### src/rtl/seg7_pkg.sv
`default_nettype none
// ============================================================================
// Module   : seg7_pkg
// Brief    : Glyph codes, load modes and glyph-to-segment decode for the
//            seven-segment display controller.
// Revision : 1.0 - initial release
// ============================================================================
package seg7_pkg;

    typedef logic [4:0] glyph_t;

    localparam glyph_t G_L    = 5'd16;
    localparam glyph_t G_N    = 5'd17;
    localparam glyph_t G_P    = 5'd18;
    localparam glyph_t G_R    = 5'd19;
    localparam glyph_t G_S    = 5'd20;
    localparam glyph_t G_U    = 5'd21;
    localparam glyph_t G_Y    = 5'd22;
    localparam glyph_t G_DASH = 5'd23;
    localparam glyph_t G_DARK = 5'd31;

    localparam logic [6:0] SEG_OFF = 7'b1111111;

    typedef enum logic [1:0] {
        MODE_HEX   = 2'd0,
        MODE_DEC   = 2'd1,
        MODE_GLYPH = 2'd2,
        MODE_BLANK = 2'd3
    } mode_t;

    // Active-low, bit order {g,f,e,d,c,b,a}; unassigned codes stay dark.
    function automatic logic [6:0] glyph_to_seg(input glyph_t g);
        logic [6:0] seg;
        case (g)
            5'd0:    seg = 7'b1000000;
            5'd1:    seg = 7'b1111001;
            5'd2:    seg = 7'b0100100;
            5'd3:    seg = 7'b0110000;
            5'd4:    seg = 7'b0011001;
            5'd5:    seg = 7'b0010010;
            5'd6:    seg = 7'b0000010;
            5'd7:    seg = 7'b1111000;
            5'd8:    seg = 7'b0000000;
            5'd9:    seg = 7'b0010000;
            5'd10:   seg = 7'b0001000;
            5'd11:   seg = 7'b0000011;
            5'd12:   seg = 7'b1000110;
            5'd13:   seg = 7'b0100001;
            5'd14:   seg = 7'b0000110;
            5'd15:   seg = 7'b0001110;
            G_L:     seg = 7'b1000111;
            G_N:     seg = 7'b0101011;
            G_P:     seg = 7'b0001100;
            G_R:     seg = 7'b0101111;
            G_S:     seg = 7'b0010010;
            G_U:     seg = 7'b1000001;
            G_Y:     seg = 7'b0011001;
            G_DASH:  seg = 7'b0111111;
            default: seg = SEG_OFF;
        endcase
        return seg;
    endfunction

endpackage
`default_nettype wire

### src/rtl/bin2bcd_seq.sv
`default_nettype none
// ============================================================================
// Module   : bin2bcd_seq
// Brief    : Sequential double-dabble converter, one shift per clock.
// Revision : 1.0 - initial release
// ============================================================================
module bin2bcd_seq #(
    parameter int VALUE_W    = 16,
    parameter int NUM_DIGITS = 8
) (
    input  logic                    i_clk,
    input  logic                    i_rst,
    input  logic                    i_start,
    input  logic [VALUE_W-1:0]      i_bin,
    output logic                    o_done,
    output logic [NUM_DIGITS*4-1:0] o_bcd,
    output logic                    o_ovf
);

    localparam int BCD_W = NUM_DIGITS * 4;
    localparam int CNT_W = $clog2(VALUE_W + 1);

    logic [VALUE_W-1:0] r_shift;
    logic [BCD_W-1:0]   r_bcd;
    logic [CNT_W-1:0]   r_cnt;
    logic               r_active;
    logic               r_done;
    logic               r_ovf;

    logic [BCD_W-1:0]   w_src;
    logic [BCD_W-1:0]   w_adj;
    logic [BCD_W-1:0]   w_next;
    logic               w_bit;
    logic               w_out;

    // The start cycle already performs the first shift from a zero BCD field,
    // so the final shift lands VALUE_W edges after i_start.
    always_comb begin
        w_src = i_start ? '0 : r_bcd;
        w_bit = i_start ? i_bin[VALUE_W-1] : r_shift[VALUE_W-1];
        w_adj = w_src;
        for (int k = 0; k < NUM_DIGITS; k++) begin
            if (w_src[4*k +: 4] >= 4'd5) begin
                w_adj[4*k +: 4] = w_src[4*k +: 4] + 4'd3;
            end
        end
        w_next = {w_adj[BCD_W-2:0], w_bit};
        w_out  = w_adj[BCD_W-1];
    end

    always_ff @(posedge i_clk) begin
        if (i_rst) begin
            r_shift  <= '0;
            r_bcd    <= '0;
            r_cnt    <= '0;
            r_active <= 1'b0;
            r_done   <= 1'b0;
            r_ovf    <= 1'b0;
        end else begin
            r_done <= 1'b0;
            if (i_start) begin
                r_bcd    <= w_next;
                r_shift  <= i_bin << 1;
                r_ovf    <= w_out;
                r_cnt    <= CNT_W'(VALUE_W - 1);
                r_active <= (VALUE_W > 1);
                r_done   <= (VALUE_W == 1);
            end else if (r_active) begin
                r_bcd   <= w_next;
                r_shift <= r_shift << 1;
                r_ovf   <= r_ovf | w_out;
                r_cnt   <= r_cnt - CNT_W'(1);
                if (r_cnt == CNT_W'(1)) begin
                    r_active <= 1'b0;
                    r_done   <= 1'b1;
                end
            end
        end
    end

    assign o_done = r_done;
    assign o_bcd  = r_bcd;
    assign o_ovf  = r_ovf;

endmodule
`default_nettype wire

### src/rtl/seg7_display_ctrl.sv
`default_nettype none
// ============================================================================
// Module   : seg7_display_ctrl
// Brief    : Buffered multi-digit seven-segment controller with HEX/DEC/GLYPH
//            loads, leading-zero blanking and per-digit blinking.
// Revision : 1.0 - initial release
// ============================================================================
module seg7_display_ctrl
    import seg7_pkg::*;
#(
    parameter int NUM_DIGITS = 8,
    parameter int VALUE_W    = 16,
    parameter int BLINK_DIV  = 12_000_000
) (
    input  logic                    i_clk,
    input  logic                    i_rst,
    input  logic                    i_load,
    input  logic [1:0]              i_mode,
    input  logic [VALUE_W-1:0]      i_value,
    input  logic [NUM_DIGITS*5-1:0] i_glyphs,
    input  logic                    i_lzb,
    input  logic [NUM_DIGITS-1:0]   i_blink_mask,
    output logic                    o_busy,
    output logic [NUM_DIGITS*7-1:0] o_seg
);

    localparam int BCD_W = NUM_DIGITS * 4;
    localparam int PAD_W = (BCD_W > VALUE_W) ? BCD_W : VALUE_W;
    localparam int BLK_W = $clog2(BLINK_DIV);

    typedef enum logic [1:0] {
        ST_IDLE    = 2'd0,
        ST_CONVERT = 2'd1,
        ST_COMMIT  = 2'd2
    } state_t;

    state_t                  r_state;
    state_t                  w_state_next;
    logic [NUM_DIGITS*5-1:0] r_buf;
    logic [NUM_DIGITS*5-1:0] w_buf_next;
    logic                    r_lzb;
    logic [BLK_W-1:0]        r_blink_cnt;
    logic                    r_phase;
    logic [NUM_DIGITS*7-1:0] r_seg;
    logic [NUM_DIGITS*7-1:0] w_seg;

    logic                    w_accept;
    logic                    w_start;
    logic                    w_done;
    logic                    w_ovf;
    logic [BCD_W-1:0]        w_bcd;
    logic [PAD_W-1:0]        w_value_ext;
    logic [BCD_W-1:0]        w_hex;

    assign w_value_ext = PAD_W'(i_value);
    assign w_hex       = w_value_ext[BCD_W-1:0];

    // Zero digits above the most significant non-zero one go dark; digit 0 never does.
    function automatic logic [NUM_DIGITS*5-1:0] nibbles_to_glyphs(
        input logic [BCD_W-1:0] nibs,
        input logic             lzb
    );
        logic [NUM_DIGITS*5-1:0] g;
        logic                    leading;
        leading = lzb;
        for (int k = NUM_DIGITS - 1; k >= 0; k--) begin
            if (leading && (k != 0) && (nibs[4*k +: 4] == 4'd0)) begin
                g[5*k +: 5] = G_DARK;
            end else begin
                g[5*k +: 5] = {1'b0, nibs[4*k +: 4]};
                leading     = 1'b0;
            end
        end
        return g;
    endfunction

    bin2bcd_seq #(
        .VALUE_W    (VALUE_W),
        .NUM_DIGITS (NUM_DIGITS)
    ) u_bin2bcd (
        .i_clk   (i_clk),
        .i_rst   (i_rst),
        .i_start (w_start),
        .i_bin   (i_value),
        .o_done  (w_done),
        .o_bcd   (w_bcd),
        .o_ovf   (w_ovf)
    );

    always_comb begin
        w_accept     = i_load && (r_state == ST_IDLE);
        w_start      = w_accept && (mode_t'(i_mode) == MODE_DEC);
        w_state_next = r_state;
        w_buf_next   = r_buf;
        case (r_state)
            ST_IDLE: begin
                if (w_accept) begin
                    case (mode_t'(i_mode))
                        MODE_HEX:   w_buf_next   = nibbles_to_glyphs(w_hex, i_lzb);
                        MODE_DEC:   w_state_next = ST_CONVERT;
                        MODE_GLYPH: w_buf_next   = i_glyphs;
                        MODE_BLANK: w_buf_next   = {NUM_DIGITS{G_DARK}};
                        default:    w_buf_next   = r_buf;
                    endcase
                end
            end
            // Buffer is written on entry to COMMIT so the new digits reach
            // o_seg on the same edge that drops o_busy.
            ST_CONVERT: begin
                if (w_done) begin
                    w_state_next = ST_COMMIT;
                    w_buf_next   = w_ovf ? {NUM_DIGITS{G_DASH}}
                                         : nibbles_to_glyphs(w_bcd, r_lzb);
                end
            end
            ST_COMMIT: w_state_next = ST_IDLE;
            default:   w_state_next = ST_IDLE;
        endcase
    end

    always_ff @(posedge i_clk) begin
        if (i_rst) begin
            r_state     <= ST_IDLE;
            r_buf       <= {NUM_DIGITS{G_DARK}};
            r_lzb       <= 1'b0;
            r_blink_cnt <= '0;
            r_phase     <= 1'b0;
            r_seg       <= '1;
        end else begin
            r_state <= w_state_next;
            r_buf   <= w_buf_next;
            if (w_start) begin
                r_lzb <= i_lzb;
            end
            if (r_blink_cnt == BLK_W'(BLINK_DIV - 1)) begin
                r_blink_cnt <= '0;
                r_phase     <= ~r_phase;
            end else begin
                r_blink_cnt <= r_blink_cnt + BLK_W'(1);
            end
            r_seg <= w_seg;
        end
    end

    for (genvar k = 0; k < NUM_DIGITS; k++) begin : g_digit
        assign w_seg[7*k +: 7] = glyph_to_seg((r_phase && i_blink_mask[k]) ? G_DARK
                                                                           : r_buf[5*k +: 5]);
    end

    assign o_busy = (r_state != ST_IDLE);
    assign o_seg  = r_seg;

endmodule
`default_nettype wire

### config.mk
export PLATFORM = sky130hd
export DESIGN_NAME = seg7_display_ctrl
export DESIGN_NICKNAME = d
export VERILOG_FILES = /design/src/rtl/seg7_pkg.sv /design/src/rtl/bin2bcd_seq.sv /design/src/rtl/seg7_display_ctrl.sv
export SDC_FILE = /design/constraint.sdc
export NUM_CORES = 1
export LEC_CHECK = 0
export BUFFER_PORTS_ARGS = -buffer_cell sky130_fd_sc_hd__buf_2
export CAP_MARGIN = 15
export CORE_MARGIN = 1.5
export CORE_UTILIZATION = 40
export DETAILED_ROUTE_END_ITERATION = 16
export GPL_ROUTABILITY_DRIVEN = 0
export PLACE_DENSITY = 0.72
export SETUP_SLACK_MARGIN = 0.2
export SLEW_MARGIN = 20
export SYNTH_ARGS = -nofsm -noshare
export SYNTH_HDL_FRONTEND = slang
export SYNTH_HIERARCHICAL = 1
export SYNTH_SLANG_ARGS = --single-unit
export TNS_END_PERCENT = 30
### constraint.sdc
create_clock -name i_clk -period 2.45 [get_ports i_clk]
set_input_delay 0.245 -clock i_clk [delete_from_list [all_inputs] [get_ports i_clk]]
set_output_delay 0.245 -clock i_clk [all_outputs]
set_load 0.05 [all_outputs]
# After elaboration in Yosys (flattened, before gate mapping)
# Memory sizes are Yosys's and may differ from the RTL's. A register that Yosys moved wholly into a read port is not among the register bits.
# Index checks and enable logic that the tools add are counted.
# totals
register_bits,123
rom_bits,1792
word_cells,186
memories,8
# mem_list
memory,depth,word_bits,read_ports,rd_clocked_by_memory_dff,write_ports,line_no,source
(no name shown),32,7,1,1,0,seg7_pkg.sv:34,case (g)
(no name shown),32,7,1,1,0,seg7_pkg.sv:34,
(no name shown),32,7,1,1,0,seg7_pkg.sv:34,
(no name shown),32,7,1,1,0,seg7_pkg.sv:34,
(no name shown),32,7,1,1,0,seg7_pkg.sv:34,
(no name shown),32,7,1,1,0,seg7_pkg.sv:34,
+2 memories,n/a,n/a,n/a,n/a,n/a,n/a,
# classes
addsub,10
n_lt_le_gt_ge,8
eq_ne,10
n_mux,95
bitwise_logic,3
reduce_logical,40
# op_table
op,count
40-bit 2-to-1 mux,3
40-bit case mux with 3 select lines,1
5-bit 2-to-1 mux,22
32-bit 2-to-1 mux,3
40-bit case mux with 2 select lines,1
1-bit 2-to-1 mux,49
4-bit zero test,10
4-bit 2-to-1 mux,10
4-bit by 2-bit adder with 4-bit output (second input constant),8
4-bit by 3-bit >= comparator with 1-bit output (second input constant),8
16-bit 2-to-1 mux,2
24-bit by 1-bit adder with 24-bit output (second input constant),1
24-bit equality test (second input constant),1
1-bit logical AND,20
2-bit 2-to-1 mux,3
2-bit nonzero test,3
5-bit by 1-bit equality test with 1-bit output (second input constant),1
5-bit by 1-bit subtractor with 5-bit output (second input constant),1
2-bit by 1-bit equality test with 1-bit output (second input constant),2
2-bit equality test (second input constant),2
2-bit zero test,2
2-bit by 1-bit != test with 1-bit output (second input constant),2
4-bit by 1-bit != test with 1-bit output (second input constant),1
2-bit case mux with 2 select lines,1
other kinds (7),9

# Logic depth before layout (Yosys ltp)
# Gate-level depths: netlist (run 1).
# logic_depth
ltp_word,31
mapped_depth,14
ltp_nobuf,12

# By module
# The synthesis (run 1) kept the hierarchy.
# by_module_without_submodules
mod,n_inst,cells_each,area_per_inst_um2,seq_area_each_um2
seg7_display_ctrl,1,1050,8244.2,2482.4
bin2bcd_seq,1,392,3056.7,1101.1

# Least setup slack after synthesis (run 1)
# OpenSTA, ideal clock, no wires.
# synth_timing
path_type,flip-flop to flip-flop
startpoint,register r_state[0]
endpoint,"register u_bin2bcd.r_bcd[5], in the netlist u_bin2bcd/o_bcd[5]"
setup_ns,0.062
arrival_time_ns,2.341
path_slack_ns,0.047
stages_incl_launch_ff,12
path_buffers,2
path_cell_list,dfxtp_1 or2_2 nor2_1 buf_6 inv_1 clkbuf_1 nand2_1 ha_1 nand2b_1 a21oi_1 or4b_1 nand3_1
# synth_via
elab_chain_cells,8
word_cells_on_any_way,10
# synth_rtl
item,line_no,source
from (decl),seg7_display_ctrl.sv:37,state_t r_state;
from (signal assigned),seg7_display_ctrl.sv:130,r_state <= w_state_next;
2-bit zero test *,seg7_display_ctrl.sv:91,w_accept = i_load && (r_state == ST_IDLE);
1-bit logical AND *,seg7_display_ctrl.sv:91,
1-bit logical AND *,seg7_display_ctrl.sv:92,w_start = w_accept && (mode_t'(i_mode) == MODE_DEC);
named net w_start,seg7_display_ctrl.sv:48,logic w_start;
32-bit 2-to-1 mux,bin2bcd_seq.sv:39,w_src = i_start ? '0 : r_bcd;
4-bit by 2-bit adder with 4-bit output / 4-bit by 3-bit >= comparator with 1-bit output (equally long branches),"bin2bcd_seq.sv:44, bin2bcd_seq.sv:43",
4-bit 2-to-1 mux,bin2bcd_seq.sv:43,if (w_src[4*k +: 4] >= 4'd5) begin
32-bit 2-to-1 mux,bin2bcd_seq.sv:68,end else if (r_active) begin
32-bit 2-to-1 mux,bin2bcd_seq.sv:61,if (i_start) begin
to (signal assigned),bin2bcd_seq.sv:62,r_bcd <= w_next;
to (signal assigned),bin2bcd_seq.sv:69,r_bcd <= w_next;
to (decl),bin2bcd_seq.sv:24,logic [BCD_W-1:0] r_bcd;
# The timed path passes the listed nets; every way through them passes the cells marked *. The select of a mux whose other input is x is not followed.
# A chain may end at the register's enable or synchronous reset.

# Final worst setup path (run 1)
# layout_timing
startpoint,register r_phase
endpoint,"register r_seg[8], in the netlist o_seg[8]"
# layout_via
elab_chain_cells,2
# layout_rtl
item,line_no,source
from (decl),seg7_display_ctrl.sv:43,logic r_phase;
from (signal assigned),seg7_display_ctrl.sv:137,r_phase <= ~r_phase;
1-bit logical AND,seg7_display_ctrl.sv:146,assign w_seg[7*k +: 7] = glyph_to_seg((r_phase && i_blink_mask[k]) ? G_DARK
5-bit 2-to-1 mux,seg7_display_ctrl.sv:146,
to (decl),seg7_display_ctrl.sv:44,logic [NUM_DIGITS*7-1:0] r_seg;
# No other way between the ends.

==> reports/qor.txt, run 1 <==
Fin Setup TNS - 0 ns
Multi-input logic area - 7100 sq um
Final slew viol count - 0
Crit path kind - register to register
DRC viols - 0
Sequential fraction of the synthesis area - 0.317
Mean post-synth cell area - 7.84 sq um
Setup violations, final - 0
Pwr Density - 624 nW/um^2
DP Area - 12300 sq um
Layout filler cell count - 2742
# hold bufs at CTS - 0
Largest net degree at the start of global routing - 52
Register bit total from synthesis - 179
Overall die area - 29300 sq um
Max cap viols - 0
WP data required - 2.77 ns
H-tree levels - 4
Number of flops mapped to enable cells by yosys - 0
Worst vdd ir - 0.000505 V
Worst Hold Class - input pin to register
Lkg Pwr - 5.13 nW
Crit. End Element - register
Detailed Place HPWL - 21300 um
Fmax - 454 MHz
CTS tree - built
Top FF cell, synth - dfxtp_1
WL final - 29600 um
Yosys cell types - 78
Routed wire per std cell - 15.5 um
Via density - 5.66
GRT overflow - 0
Die span in y - 171 um
Startpoint type of the worst setup path - register
Final period utilization - 0.899
Tmin final - 2.20 ns
First-pass GRT wire length - 47500 um
Initial antenna violation count - 1
Pre-antenna DRT Iters - 5
Die W - 171 um
CTS root buf - clkbuf_16
Setup bufs post-CTS - 0
DR iter-0 viols - 1112
Site Rows - 61
Global Route Usage Sum - 0.200
Post-Syn Instances - 1442
Area Overhead vs Synth - 14.6%
Cell Area, Synth - 11300 sq um
DR vias - 10800
Clock Pin Slew Worst Setup and Hold Paths - 0.07 ns
Clock sinks - 179
Worst Tran Pin Value - 0.708 ns
Fin nets - 1660
Starting Density - 0.407
Headroom to the max-slew limit - 0.524
I/O pins - 127
Fin area - 13000 sq um
Syn. warnings - 6
Clock latency at the later pin of the worst-skew pair - 0.44 ns
RSZ-0062 raised after global routing - yes
Clk_skew - 0.0146 ns
Final Hold Fails - 0
Share of cells above drive strength 1 - 0.164
Post-synth net total - 1581
Clock buffer depth - 2
Crit path max fanout - 10
Vias in the first global route - 9654
Fraction of registers with async set/reset - 0
IO buf count - 126
WP data arrival - 2.53 ns
Core area - 27800 sq um
DRT antenna net count - 0
Total CTS buffers - 17
Status - completed
Area occupied by registers - 3590 sq um
[layout by cell type, fill, tap and decap left out, types with 6 or more instances in the layout]
cell         n
a221o_1      7
o2111ai_1    9
dfxtp_1    176
nor3b_1     10
o311ai_0    12
a211o_1      6
a31oi_1     15
buf_4       28
o22ai_1     20
clkbuf_16   17
nor2b_1     14
mux2i_1     52
inv_1       52
or4b_1       8
nand2b_1    32
nand3b_1     8
nand3_1     42
or2_2        8
o211ai_1    11
o21ai_0     94
nor2_1     140
a21o_1      12
nand4_1     19
and2_1       6
a21oi_2      7
nor4_1      13
a21oi_1    144
mux2_2      15
o22a_1       9
a211oi_1     9
xnor2_1     22
ha_1        68
nand2_1    154
o31ai_1     17
nor3_1      27
or3_1       12
buf_2      125
[power by group]
part	switching, mW	leakage [nW]	total (mW)	internal, mW
Sequential	0.260	1.46	3.34	3.08
Clock	1.24	0.309	3.06	1.82
Combinational	1.04	3.36	1.69	0.647
Total	2.54	5.13	8.09	5.55
[critical path, cell delays in order, from the launching register on]
cell,delay (ns)
dfxtp_2,0.38
buf_4,0.21
a21oi_2,0.25
inv_1,0.12
ha_1,0.35
a2111oi_1,0.43
a21oi_1,0.07
or2_2,0.28
[worst paths after layout]
kind	from	end	slack (ns)	depth (start not counted)
worst max-delay path	r_phase	o_seg[8]	0.25	7
worst min-delay path	i_value[3]	u_bin2bcd/r_shift[4]	0.05	3
worst max register to register	r_phase	o_seg[8]	0.25	7
worst min register to register	r_blink_cnt[0]	r_blink_cnt[0]	0.47	1
[cell usage after synthesis, types with 12 or more instances]
cell type / number / area share
a21o_1: 12 / 0.0080
a21oi_1: 149 / 0.066
a31oi_1: 15 / 0.0083
buf_2: 19 / 0.0084
clkbuf_1: 68 / 0.023
dfxtp_1: 179 / 0.32
ha_1: 69 / 0.076
inv_1: 52 / 0.017
mux2_2: 15 / 0.015
mux2i_1: 52 / 0.046
nand2_1: 154 / 0.051
nand2b_1: 33 / 0.018
nand3_1: 42 / 0.019
nand4_1: 19 / 0.011
nor2_1: 144 / 0.048
nor2b_1: 14 / 0.0077
nor3_1: 27 / 0.012
nor4_1: 13 / 0.0072
o21ai_0: 94 / 0.042
o22ai_1: 20 / 0.011
o311ai_0: 12 / 0.0093
o31ai_1: 17 / 0.011
or3_1: 12 / 0.0066
xnor2_1: 22 / 0.017
[timing repair]
| item | in CTS | in global routing |
|---|---|---|
| setup endpoints to repair | 4 | 32 |
| cloned | 0 | 0 |
| resized for setup | 1 | 13 |
[final cells by class]
| type | count | area share |
|---|---|---|
| well taps | 378 | 0.0365 |
| flip-flops and latches | 179 | 0.277 |
| multi-input cells | 1112 | 0.548 |
| repair buffers | 159 | 0.0731 |
| clock buffers | 17 | 0.0328 |
| diodes | 1 | 0.000193 |
| clock inverters | 13 | 0.0170 |
| inverters | 52 | 0.0151 |
[state kept, by name (all words and copies together) (netlist names)]
register            flops
r_phase                 1
u_bin2bcd/r_shift      15
o_seg                  56
u_bin2bcd/r_cnt         5
r_buf                  40
r_lzb                   1
r_blink_cnt            24
u_bin2bcd/o_bcd        32
u_bin2bcd/o_done        1
r_state                 2
u_bin2bcd/o_ovf         1
u_bin2bcd/r_active      1
[layer usage]
layer	up-vias	track usage	wire length (um)
met5	-	0	0
met4	0	0.0770	754
li1	5342	-	-
met3	55	0.0338	1490
met1	5071	0.260	13600
met2	347	0.328	13800
[stage by stage]
step	power (mW)	cells	utilization	hold slack, ns	setup slack, ns
final	8.09	1911	0.466	0.0496	0.248
after detailed placement	5.06	1880	0.442	0.459	0.202
after floorplan	4.61	1442	-	0.314	0.203
after global routing	8.47	1910	0.466	0.0519	0.141
after CTS	8.13	1910	0.465	0.0295	0.125
after global placement	5.02	1880	0.442	0.443	0.257
[cells by family (layout without fill, tap and decap cells)]
group                    Yosys count  in the layout  share of synthesized area
buffers and inverters            151            241                     0.0582
adder cells (fa/ha/maj)           69             69                     0.0764
multiplexers                      70             70                     0.0670
XOR/XNOR                          27             27                     0.0209
other                              0              1                          0
flip-flops                       179            179                      0.317
AO/OA/AOI/OAI                    416            416                      0.228
AND/OR/NAND/NOR                  530            530                      0.233
Note: power is estimated with default switching activity, not from simulation.
==> run 2, diff against run 1 <==
--- a/config.mk
+++ b/config.mk
@@ -8,10 +8,10 @@
 export BUFFER_PORTS_ARGS = -buffer_cell sky130_fd_sc_hd__buf_2
 export CAP_MARGIN = 15
 export CORE_MARGIN = 1.5
-export CORE_UTILIZATION = 40
+export CORE_UTILIZATION = 30
 export DETAILED_ROUTE_END_ITERATION = 16
 export GPL_ROUTABILITY_DRIVEN = 0
-export PLACE_DENSITY = 0.72
+export PLACE_DENSITY = 0.6
 export SETUP_SLACK_MARGIN = 0.2
 export SLEW_MARGIN = 20
 export SYNTH_ARGS = -nofsm -noshare
==> run 2 against run 1 <==
Wire length rose by 5.0%; sequential share of layout area decreased by 0.14 points; worst setup slack gained 0.032 ns; global-route usage shrank 3.9 points; final area rose by 0.53%; register-to-register slack better by 0.03 ns; first-iteration DRC count decreased by 28%; critical path depth did not move; core utilization fell by 11 points; critical path type unchanged; via count decreased by 1.7%.
==> reports/qor.txt, run 2 (synthesized netlist as in run 1, its figures left out) <==
Status - completed
Reg2reg path depth - 7
Total CTS buffers - 17
Pre-CTS WS - 0.104 ns
Area Overhead vs Synth - 15.2%
Hold Path Stages - 3
I/O pins - 127
Crit. End Element - register
Die span in y - 197 um
Core area - 36900 sq um
# hold bufs at CTS - 0
Most frequent cells in the layout - dfxtp_1, nand2_1, a21oi_1
Worst Tran Pin Value - 0.940 ns
Reg2reg setup slack - 0.28 ns
DRT antenna net count - 0
Headroom to the max-slew limit - 0.372
DRC viols - 0
Share of cells above drive strength 1 - 0.163
R2r endpoint - o_seg[8]
CP delay by family, top - compound AO/OA/AOI/OAI gates
Clock latency at the later pin of the worst-skew pair - 0.44 ns
Max reg flops - 56
Pwr Density - 588 nW/um^2
Commonest non-fill, non-tap cell in the layout - dfxtp_1
DR vias - 10600
Startpoint type of the worst setup path - register
Pre-antenna DRT Iters - 8
Setup violations, final - 0
Fin area - 13000 sq um
CTS tree - built
Cell internal pwr - 5.15 mW
IO buf count - 126
Reg2reg start - r_phase
CP bufs+invs - 2
DP Area - 12400 sq um
Detailed Place HPWL - 22700 um
Die W - 197 um
Share of total power in the clock network - 0.343
RSZ-0062 raised after global routing - yes
PnR worst setup slack - 0.280 ns
Fin Setup TNS - 0 ns
Overall die area - 38800 sq um
Final slew viol count - 0
Starting Density - 0.306
WL final - 31100 um
Vias in the first global route - 9925
Global Route Usage Sum - 0.161
Sequential Power Share - 0.436
Crit path kind - register to register
CTS root buf - clkbuf_16
Final period utilization - 0.886
Fin nets - 1660
GRT overflow - 0
Largest net degree at the start of global routing - 50
Hold Startpoint - i_value[1]
Gate power share - 0.221
Lkg Pwr - 5.09 nW
First-pass GRT wire length - 50900 um
Clock sinks - 179
Initial antenna violation count - 3
Hold endpoint - u_bin2bcd/r_shift[2]
Tmin final - 2.17 ns
Clock Pin Slew Worst Setup and Hold Paths - 0.07 ns
CP cell instances - buf_4 > a21oi_2 > inv_1 > ha_1 > a2111oi_0 > a21oi_1 > or2_2
Max incr delay on CP - 0.40 ns
Fmax - 461 MHz
Clk_skew - 0.0125 ns
Switch share - 0.327
WP data arrival - 2.49 ns
H-tree levels - 4
Max cap viols - 0
Crit path max fanout - 8
Routed wire per std cell - 15.3 um
Total net switching power - 2.50 mW
Slowest CP cell - dfxtp_4
DR iter-0 viols - 800
Via density - 5.22
WP data required - 2.77 ns
Final Hold Fails - 0
Site Rows - 70
Worst Hold Class - input pin to register
Clock buffer depth - 2
Worst vdd ir - 0.000387 V
-- run 2: cell count changes in the layout (fill, tap and decap cells not counted), moves of 2 or more --
cell	before	now
a2111oi_1	2	0
a2111oi_0	1	3
inv_6	5	0
clkinv_4	0	3
dfxtp_2	3	1
bufinv_16	5	1
clkinv_2	0	5
clkbuf_1	0	2
-- run 2: what timing repair did --
item / 4_1_cts / 5_1_grt
pin swaps: 0 / 2
setup buffers: 0 / 0
resized for setup: 1 / 10
setup endpoints to repair: 19 / 21
-- run 2: worst max path at each step --
| stage | startpoint | to | slack (ns) | cells past startpoint |
|---|---|---|---|---|
| 2_1_floorplan | r_state[0] | u_bin2bcd/o_bcd[5] | 0.20 | 11 |
| 3_3_place_gp | i_mode[0] | r_buf[12] | 0.17 | 8 |
| 3_5_place_dp | i_mode[0] | r_buf[11] | 0.10 | 8 |
| 4_1_cts | r_phase | o_seg[24] | 0.22 | 7 |
| 5_1_grt | r_phase | o_seg[8] | 0.14 | 7 |
| 6_report | r_phase | o_seg[8] | 0.28 | 7 |
-- run 2: power groups by stage --
| stage | clock network [mW] | logic (mW) | registers [mW] |
|---|---|---|---|
| after floorplan | 0 | 1.14 | 3.47 |
| after global placement | 0 | 1.66 | 3.40 |
| after detailed placement | 0 | 1.68 | 3.40 |
| after CTS | 2.71 | 1.68 | 3.33 |
| after global routing | 2.82 | 1.87 | 3.37 |
| final | 2.63 | 1.69 | 3.34 |
-- run 2: final cells by class --
class,instances,area (sq um)
Fill cell,3859,23800
Multi-Input combinational cell,1112,7100
Sequential cell,179,3590
Timing Repair Buffer,159,956
Tap cell,504,631
Clock buffer,20,447
Inverter,52,195
Clock inverter,12,108
Antenna cell,1,2.50
-- run 2: tightest hold or removal path, cell delays in order --
cell and delay (ns):
buf_2 0.09, a21oi_1 0.06, nor2_1 0.07
-- run 2: layer usage --
| layer | global-route usage | wire length [um] | up-vias |
|---|---|---|---|
| met4 | 0.0667 | 891 | 4 |
| met2 | 0.262 | 14500 | 263 |
| li1 | - | - | 5341 |
| met1 | 0.207 | 14100 | 4967 |
| met3 | 0.0307 | 1570 | 60 |
| met5 | 0 | 31 | - |
-- run 2: through the flow --
step           power, mW   util  hold WS (ns)  cells
2_1_floorplan       4.61      -         0.314   1442
3_3_place_gp        5.06  0.337         0.445   2006
3_5_place_dp        5.08  0.337         0.458   2006
4_1_cts             7.72  0.352        0.0346   2038
5_1_grt             8.06  0.353        0.0693   2039
6_report            7.65  0.353        0.0547   2039
